$ cat src/rtl/bf_ctrl_pkg.sv
// Shared definitions for the Bellman-Ford iteration controller: FSM state
// encoding and default sizing constants (NUM_COLUMNS is shared with the AGU).
package bf_ctrl_pkg;

  localparam int DEF_NUM_COLUMNS    = 768;
  localparam int DEF_PHASE_COUNT    = 4;
  localparam int DEF_MAX_ITERATIONS = 31;
  localparam int DEF_CNT_W          = 6;

  typedef enum logic [2:0] {
    ST_IDLE  = 3'd0,
    ST_CLEAR = 3'd1,
    ST_RUN   = 3'd2,
    ST_EVAL  = 3'd3,
    ST_DONE  = 3'd4
  } bf_state_e;

endpackage

$ cat src/rtl/bf_phase_counter.sv
// Per-column phase counter with the two AGU advance strobes decoded from the
// registered phase; strobes are gated by enable so they are silent outside RUN.
module bf_phase_counter
  import bf_ctrl_pkg::*;
#(
  parameter int PHASE_COUNT = DEF_PHASE_COUNT,
  parameter int PHASE_W     = $clog2(PHASE_COUNT)
) (
  input  logic               clk,
  input  logic               rst_global,
  input  logic               clear,
  input  logic               enable,
  output logic [PHASE_W-1:0] phase,
  output logic               pre_rollover,
  output logic               rollover
);

  localparam logic [PHASE_W-1:0] LAST_PHASE = PHASE_W'(PHASE_COUNT - 1);
  localparam logic [PHASE_W-1:0] PRE_PHASE  = PHASE_W'(PHASE_COUNT - 2);

  logic [PHASE_W-1:0] r_phase;

  // NOTE: sequential state uses non-blocking assignments so every register
  // samples the pre-edge values, independent of block ordering.
  always_ff @(posedge clk or posedge rst_global) begin
    if (rst_global) begin
      r_phase <= '0;
    end else if (clear) begin
      r_phase <= '0;
    end else if (enable) begin
      r_phase <= (r_phase == LAST_PHASE) ? '0 : r_phase + PHASE_W'(1);
    end
  end

  assign phase        = r_phase;
  assign pre_rollover = enable && (r_phase == PRE_PHASE);
  assign rollover     = enable && (r_phase == LAST_PHASE);

endmodule

$ cat src/rtl/bf_iteration_controller.sv
// Sequencer for one Bellman-Ford relaxation engine: runs relaxation passes until
// distances settle or the pass limit is hit, then one negative-cycle detection pass.
module bf_iteration_controller
  import bf_ctrl_pkg::*;
#(
  parameter int NUM_COLUMNS    = DEF_NUM_COLUMNS,
  parameter int PHASE_COUNT    = DEF_PHASE_COUNT,
  parameter int MAX_ITERATIONS = DEF_MAX_ITERATIONS,
  parameter int CNT_W          = DEF_CNT_W
) (
  input  logic                           clk,
  input  logic                           rst_global,
  input  logic                           start,
  input  logic                           abort,
  input  logic                           iteration_done,
  input  logic                           relax_changed,
  output logic                           read_enable_cu,
  output logic                           write_enable_cu,
  output logic                           pre_rollover_phase_counter,
  output logic                           rollover_phase_counter,
  output logic                           agu_clear,
  output logic [$clog2(PHASE_COUNT)-1:0] phase,
  output logic [CNT_W-1:0]               pass_count,
  output logic                           busy,
  output logic                           done,
  output logic                           converged,
  output logic                           negative_cycle
);

  localparam int                PHASE_W     = $clog2(PHASE_COUNT);
  localparam logic [CNT_W-1:0]  DETECT_PASS = CNT_W'(MAX_ITERATIONS + 1);

  if (PHASE_COUNT < 2) begin : g_bad_phase_count
    $error("bf_iteration_controller: PHASE_COUNT must be at least 2");
  end
  if (NUM_COLUMNS < 1) begin : g_bad_num_columns
    $error("bf_iteration_controller: NUM_COLUMNS must be at least 1");
  end
  if (CNT_W < $clog2(MAX_ITERATIONS + 2)) begin : g_bad_cnt_w
    $error("bf_iteration_controller: CNT_W too narrow for MAX_ITERATIONS+1");
  end

  bf_state_e          r_state;
  bf_state_e          w_next_state;
  logic [CNT_W-1:0]   r_pass_count;
  logic               r_changed;
  logic               r_converged;
  logic               r_negative_cycle;
  logic               r_agu_clear;
  logic               w_run;
  logic               w_phase_clear;
  logic               w_pre_rollover;
  logic               w_rollover;
  logic               w_pass_end;
  logic               w_start_ok;
  logic               w_changed_now;
  logic               w_detect_pass;
  logic [PHASE_W-1:0] w_phase;

  assign w_run         = (r_state == ST_RUN);
  assign w_phase_clear = abort || (r_state == ST_CLEAR);
  assign w_start_ok    = start && ((r_state == ST_IDLE) || (r_state == ST_DONE));
  assign w_pass_end    = w_rollover && iteration_done;
  assign w_changed_now = r_changed || relax_changed;
  assign w_detect_pass = (r_pass_count == DETECT_PASS);

  bf_phase_counter #(
    .PHASE_COUNT (PHASE_COUNT),
    .PHASE_W     (PHASE_W)
  ) u_phase_counter (
    .clk          (clk),
    .rst_global   (rst_global),
    .clear        (w_phase_clear),
    .enable       (w_run),
    .phase        (w_phase),
    .pre_rollover (w_pre_rollover),
    .rollover     (w_rollover)
  );

  always_ff @(posedge clk or posedge rst_global) begin
    if (rst_global) begin
      r_state <= ST_IDLE;
    end else begin
      r_state <= w_next_state;
    end
  end

  // NOTE: next_state gets its default before any branch, so no path leaves it
  // unassigned and no latch is inferred.
  always_comb begin
    w_next_state = r_state;
    if (abort) begin
      w_next_state = ST_IDLE;
    end else begin
      unique case (r_state)
        ST_IDLE, ST_DONE: if (start) w_next_state = ST_CLEAR;
        ST_CLEAR:         w_next_state = ST_RUN;
        ST_RUN:           if (w_pass_end) w_next_state = ST_EVAL;
        ST_EVAL:          w_next_state = (w_detect_pass || !w_changed_now) ? ST_DONE : ST_RUN;
        default:          w_next_state = ST_IDLE;
      endcase
    end
  end

  // Pass counter, sticky change flag and result flags; abort wipes all of them
  // so a later start behaves exactly as after reset.
  always_ff @(posedge clk or posedge rst_global) begin
    if (rst_global) begin
      r_pass_count     <= '0;
      r_changed        <= 1'b0;
      r_converged      <= 1'b0;
      r_negative_cycle <= 1'b0;
      r_agu_clear      <= 1'b0;
    end else begin
      r_agu_clear <= abort ? (r_state != ST_IDLE) : w_start_ok;
      if (abort) begin
        r_pass_count     <= '0;
        r_changed        <= 1'b0;
        r_converged      <= 1'b0;
        r_negative_cycle <= 1'b0;
      end else begin
        unique case (r_state)
          ST_IDLE, ST_DONE: begin
            if (start) begin
              r_pass_count     <= '0;
              r_changed        <= 1'b0;
              r_converged      <= 1'b0;
              r_negative_cycle <= 1'b0;
            end
          end
          ST_CLEAR: r_changed <= 1'b0;
          ST_RUN: begin
            if (relax_changed) r_changed <= 1'b1;
            if (w_pass_end) r_pass_count <= r_pass_count + CNT_W'(1);
          end
          ST_EVAL: begin
            if (w_detect_pass) begin
              r_negative_cycle <= w_changed_now;
              r_converged      <= !w_changed_now;
            end else if (!w_changed_now) begin
              r_converged <= 1'b1;
            end else begin
              r_changed <= 1'b0;
            end
          end
          default: r_changed <= 1'b0;
        endcase
      end
    end
  end

  assign read_enable_cu             = 1'b0;
  assign write_enable_cu            = 1'b0;
  assign pre_rollover_phase_counter = w_pre_rollover;
  assign rollover_phase_counter     = w_rollover;
  assign agu_clear                  = r_agu_clear;
  assign phase                      = w_phase;
  assign pass_count                 = r_pass_count;
  assign busy                       = (r_state != ST_IDLE) && (r_state != ST_DONE);
  assign done                       = (r_state == ST_DONE);
  assign converged                  = r_converged;
  assign negative_cycle             = r_negative_cycle;

endmodule
$ cat config.mk
export PLATFORM = sky130hd
export DESIGN_NAME = bf_iteration_controller
export DESIGN_NICKNAME = d
export VERILOG_FILES = /design/src/rtl/bf_ctrl_pkg.sv /design/src/rtl/bf_phase_counter.sv /design/src/rtl/bf_iteration_controller.sv
export SDC_FILE = /design/constraint.sdc
export NUM_CORES = 1
export LEC_CHECK = 0
export ABC_AREA = 0
export BUFFER_PORTS_ARGS = -buffer_cell sky130_fd_sc_hd__buf_2
export CELL_PAD_IN_SITES_DETAIL_PLACEMENT = 0
export CELL_PAD_IN_SITES_GLOBAL_PLACEMENT = 1
export CORE_UTILIZATION = 36
export DETAILED_ROUTE_END_ITERATION = 16
export PLACE_DENSITY = 0.74
export SLEW_MARGIN = 5
export SYNTH_ARGS = -nofsm -noshare
export SYNTH_HDL_FRONTEND = slang
export SYNTH_SLANG_ARGS = --single-unit
export TNS_END_PERCENT = 100
$ cat constraint.sdc
create_clock -name clk -period 1.4 [get_ports clk]
set_input_delay 0.28 -clock clk [delete_from_list [all_inputs] [get_ports clk]]
set_output_delay 0.28 -clock clk [all_outputs]
set_load 0.01 [all_outputs]
# Word-level counts from Yosys, hierarchy flattened

Cells that the tools add are included.

Output and inout bits: 17
Input port bits: 6
Register bits after elaboration: 15

Muxes and demuxes: 26
Reduce and logical (&&, ||, !) cells: 21
Add/sub/neg operators: 2
Equality and inequality tests: 15

Operators with widths:

| kind                                                            | number |
|---|---|
| 3-bit != test, second input constant                            | 7 |
| 6-bit two-way mux                                               | 3 |
| 3-bit two-way mux                                               | 4 |
| 3-bit case mux with 4 select lines                              | 1 |
| 6-bit case mux with 2 select lines                              | 1 |
| 1-bit two-way mux                                               | 11 |
| 3-bit AND reduction                                             | 3 |
| 3-bit nonzero test                                              | 3 |
| 6-bit by 1-bit adder with 6-bit output, second input constant   | 1 |
| 3-bit by 2-bit == test with 1-bit output, second input constant | 2 |
| 6-bit == test, second input constant                            | 1 |
| 2-bit two-way mux                                               | 3 |
| 1-bit logical AND                                               | 5 |
| 2-bit == test, second input constant                            | 2 |
| 1-bit logical OR                                                | 4 |
| 4-bit != test, second input constant                            | 1 |
| 1-bit case mux with 2 select lines                              | 2 |
| 4-bit AND reduction                                             | 1 |
| 3-bit by 1-bit == test with 1-bit output, second input constant | 1 |
| 3-bit == test, second input constant                            | 1 |
| 3-bit logical NOT                                               | 1 |
| 1-bit case mux with 3 select lines                              | 1 |
| 2-bit by 1-bit adder with 2-bit output, second input constant   | 1 |
| 2-bit AND reduction                                             | 1 |
| 3 further kinds                                                 | 3 |

# Logic depth before layout (Yosys ltp)

Depth in word-level cells: 6
Depth in mapped cells: 6
Depth with buffers taken out: 5

# Hierarchy

Synthesis repeated with hierarchy kept, for this count alone.

Cells, all modules: 99
Area, all modules: 933.4 sq um

Modules (own cells, without submodules):

| module                  | area each (sq um) | seq. area each (sq um) | cells an instance | instances |
|---|---|---|---|---|
| bf_iteration_controller | 807.0             | 325.3                  | 87                | 1 |
| bf_phase_counter        | 126.4             | 50.0                   | 12                | 1 |

# Worst setup path after synthesis

OpenSTA, ideal clock, no wires.

Path type: register -> register
Start point: reg r_pass_count[0], in the netlist pass_count[0]
End point: reg r_state[1]
Slack: -0.081 ns
Path buffers: 0
Period minus slack after synthesis: 1.481 ns
Cell stages (with the launch flop): 6
Arrival time: 1.369 ns
Setup time: 0.111 ns
Path through: dfrtp_1 inv_1 ha_1 nor4b_2 a21o_1 a2111oi_2

Word-level cells in the longest chain between the ends: 5

Ends and longest elaborated chain:

| what                               | RTL line                       | text |
|---|---|---|
| start, declared                    | bf_iteration_controller.sv:45  | `logic [CNT_W-1:0] r_pass_count;` |
| start signal, assigned             | bf_iteration_controller.sv:134 | `if (w_pass_end) r_pass_count <= r_pass_count + CNT_W'(1);` |
| 6-bit == test                      | bf_iteration_controller.sv:65  | `assign w_detect_pass = (r_pass_count == DETECT_PASS);` |
| 1-bit logical OR                   | bf_iteration_controller.sv:99  | `ST_EVAL: w_next_state = (w_detect_pass \|\| !w_changed_now) ? ST_DONE : ST_RUN;` |
| 3-bit two-way mux                  | bf_iteration_controller.sv:99  |  |
| 3-bit case mux with 4 select lines | bf_iteration_controller.sv:95  | `unique case (r_state)` |
| 3-bit two-way mux                  | bf_iteration_controller.sv:92  | `if (abort) begin` |
| end signal, assigned               | bf_iteration_controller.sv:84  | `r_state <= w_next_state;` |
| end, declared                      | bf_iteration_controller.sv:43  | `bf_state_e r_state;` |

No other way between the ends.
A chain may end at the register's enable or synchronous reset.

# Final worst setup path

Start point: reg r_state[2]
End point: out pre_rollover_phase_counter

Word-level cells in the longest chain between the ends: 2

Ends and longest elaborated chain:

| what                                     | RTL line                      | text |
|---|---|---|
| 3-bit by 2-bit == test with 1-bit output | bf_iteration_controller.sv:60 | `assign w_run = (r_state == ST_RUN);` |
| 1-bit logical AND                        | bf_phase_counter.sv:36        | `assign pre_rollover = enable && (r_phase == PRE_PHASE);` |
| end, declared                            | bf_iteration_controller.sv:19 | `output logic pre_rollover_phase_counter,` |

No other way between the ends.

==> impl_metrics.ini <==
[detailed_routing]
drt_first_pass_iters = 6
vias = 1014
wl_mm = 2.88
drc_errors = 0
drtAntennaViolNets = 0
avgRoutedWirePerCell_um = 15.7
routed_via_density = 5.54
drt_iter0_markers = 30

[die]
die_w_um = 55.3
initial_core_util = 0.395
rows = 18
die_area_mm2 = 0.00306
die_h_um = 55.3
core_mm2 = 0.00259
boundaryPins = 23

[yosys]
synth_edf_count = 0
ys.flop_type = dfrtp_1
async_reset_ff_frac = 1.00
ys_warn_count = 0
synth_area_leader_cell = dfrtp_1
syn_inst = 105
yosysTopAreaCellShare = 0.367
syn-cell-area_mm2 = 0.00102
ys_seq_elements = 15
syn_area_per_cell_um2 = 9.75
synth_area_leaders = dfrtp_1 (37%), ha_1 (4.9%), nand4b_1 (3.4%), nor4b_2 (2.9%), inv_1 (2.6%)
ys_seq_area_frac = 0.367
synth.distinct_cells = 44

[worst_setup_path]
path_class = reg -> out
r2r_cells = 5
crit_path_start_kind = flop
slowest_delay_ns = 0.49
cp_top_family = flip-flops
reg2reg_from = r_state[1]
required_ns = 1.12
ff2ff_setup_slack_ns = -0.06
crit_path_end_kind = output port
r2r_end = pass_count[2]
cp_max_fo = 7
cp_num_buf_inv = 2
startpoint = r_state[2]
cp_cell_sequence = buf_4 -> nor3_2 -> buf_2
crit_arrival_ns = 1.26
crit_slowest_cell = dfrtp_2

[worst_hold_path]
worstHoldEndpoint = r_state[0]
hold_path.startpoint = start
hp-class = in -> reg
min_path_cells = 3

[outcome]
violations = setup timing
status = finished with violations

[grt]
grt_pass1_vias = 977
grt_pass1_wl_mm = 4.60
grt_usage = 0.187
grt_start_max_net_pins = 14
antenna_found_initial = 0
gr-total-overflow = 0

[cells_and_area]
drive_above_1_share = 0.562
final.fill_count = 212
area_growth_pct = 54.8
diodes = 0
nets = 164

[clocking]
clkLatencyLatePin_ns = 0.30
cts_made_buffers = 3
h-tree-depth = 1
path_clk_slew_ns = 0.10
clock-sinks = 15
clockBufferDepth = 2
cts_tree = done
clockRootBuffer = clkbuf_4

[timing]
hold_viol = 0
rsz0062_at_grt = yes
min_period_ns = 1.54
setup_ws_ns = -0.138
finClkSkew_ns = 0.0137
final_max_slew_viol_count = 0
period_share = 1.10
finalSetupViolCount = 11
holdWs_ns = 0.327
fmax_mhz = 650

[job]
drv_cap = 0

[place]
place.gp.congestion = 0.740
io_buffers = 20
dp_slack_ns = -0.0630
place_hpwl_mm = 1.88

[power]
ir_drop_mv = 0.593
p_per_area_mw_per_mm2 = 660
power_leakage_uw = 0.000748
[state kept, by name, indices dropped and copies added (netlist names)]
signal / cells
agu_clear: 1
converged: 1
negative_cycle: 1
pass_count: 6
r_changed: 1
r_state: 3
u_phase_counter.phase: 2
[how the worst max path moves through the flow]
stage                     slack (ns)  cells after the start                         end
after CTS                      -0.19                      6  pre_rollover_phase_counter
after detailed placement       -0.06                      4               pass_count[1]
final                          -0.14                      3  pre_rollover_phase_counter
after global routing           -0.22                      4      rollover_phase_counter
after floorplan                 0.03                      5                  r_state[1]
after global placement         0.005                      6                  r_state[1]
[through the flow]
stage / cell area (µm²) / util / power (µW) / TNS [ns] / cells
after detailed placement: 1250 / 0.484 / 687 / -0.158 / 166
after floorplan: 1030 / - / 609 / 0 / 106
after global placement: 1250 / 0.484 / 682 / 0 / 166
after global routing: 1580 / 0.612 / 1090 / -1.22 / 183
final: 1580 / 0.612 / 1050 / -0.629 / 183
after CTS: 1390 / 0.535 / 970 / -0.674 / 175
[layer usage]
layer	track usage	vias to the layer above	wire length (µm)
met4	0.0571	0	59
met3	0.0258	9	134
met2	0.293	28	1310
met5	0	-	0
li1	-	483	-
met1	0.266	494	1380
[kinds of logic after synthesis]
family	count (synthesis)	share of synthesized area
other	1	0.00366
buffers and inverters	15	0.0721
and+or+nand+nor	40	0.271
muxes	1	0.00978
AOI/OAI and AO/OA	29	0.227
DFF	15	0.367
adders and majority gates	4	0.0489
[layout by cell type (no fill, tap or decap), types with 3 or more instances in the layout]
| cell type | n |
|---|---|
| nand2_1 | 5 |
| nand4b_1 | 4 |
| dfrtp_1 | 10 |
| clkbuf_4 | 3 |
| o21ai_0 | 3 |
| buf_6 | 7 |
| nand2b_1 | 3 |
| nor3_1 | 4 |
| inv_1 | 4 |
| buf_4 | 22 |
| dfrtp_2 | 5 |
| buf_2 | 20 |
| o22a_1 | 3 |
[timing repair]
action	in CTS	in global routing
setup endpoints to repair	10	15
hold buffers	1	0
setup buffers	5	8
resized for setup	16	26
pin swaps	6	15
endpoints found under the hold margin	6	0
[worst register-to-register path: stages, from the launching register on]
cell     delay [ns]
dfrtp_2        0.46
buf_6          0.12
buf_6          0.11
or4b_4         0.48
o21ai_2        0.13
o22a_1         0.13
[cell usage after synthesis, drive strengths merged (2+ instances only)]
| cell type | instances |
|---|---|
| a21bo | 2 |
| a21o | 2 |
| a21oi | 2 |
| a31oi | 2 |
| and2 | 3 |
| buf | 8 |
| dfrtp | 15 |
| ha | 4 |
| inv | 7 |
| nand2 | 6 |
| nand2b | 3 |
| nand3 | 2 |
| nand4b | 4 |
| nor2 | 2 |
| nor2b | 2 |
| nor3 | 5 |
| nor4 | 2 |
| nor4b | 3 |
| o211ai | 2 |
| o21ai | 5 |
| o21bai | 2 |
| o22a | 3 |
| or3b | 2 |
[layout make-up]
cell class                      instances  area [µm²]  area share
Multi-Input combinational cell         76         734       0.464
Sequential cell                        15         382       0.241
Timing Repair Buffer                   51         374       0.236
Tap cell                               30        37.5      0.0237
Inverter                                7        28.8      0.0182
Clock buffer                            3        22.5      0.0142
Clock inverter                          1        5.00     0.00316
[report_power, final]
group	leakage, µW	internal, µW	switching [µW]
registers	0.000198	453	25.1
clock network	0.0000177	106	153
logic	0.000532	163	145
Power figures use the tool's default switching activity.
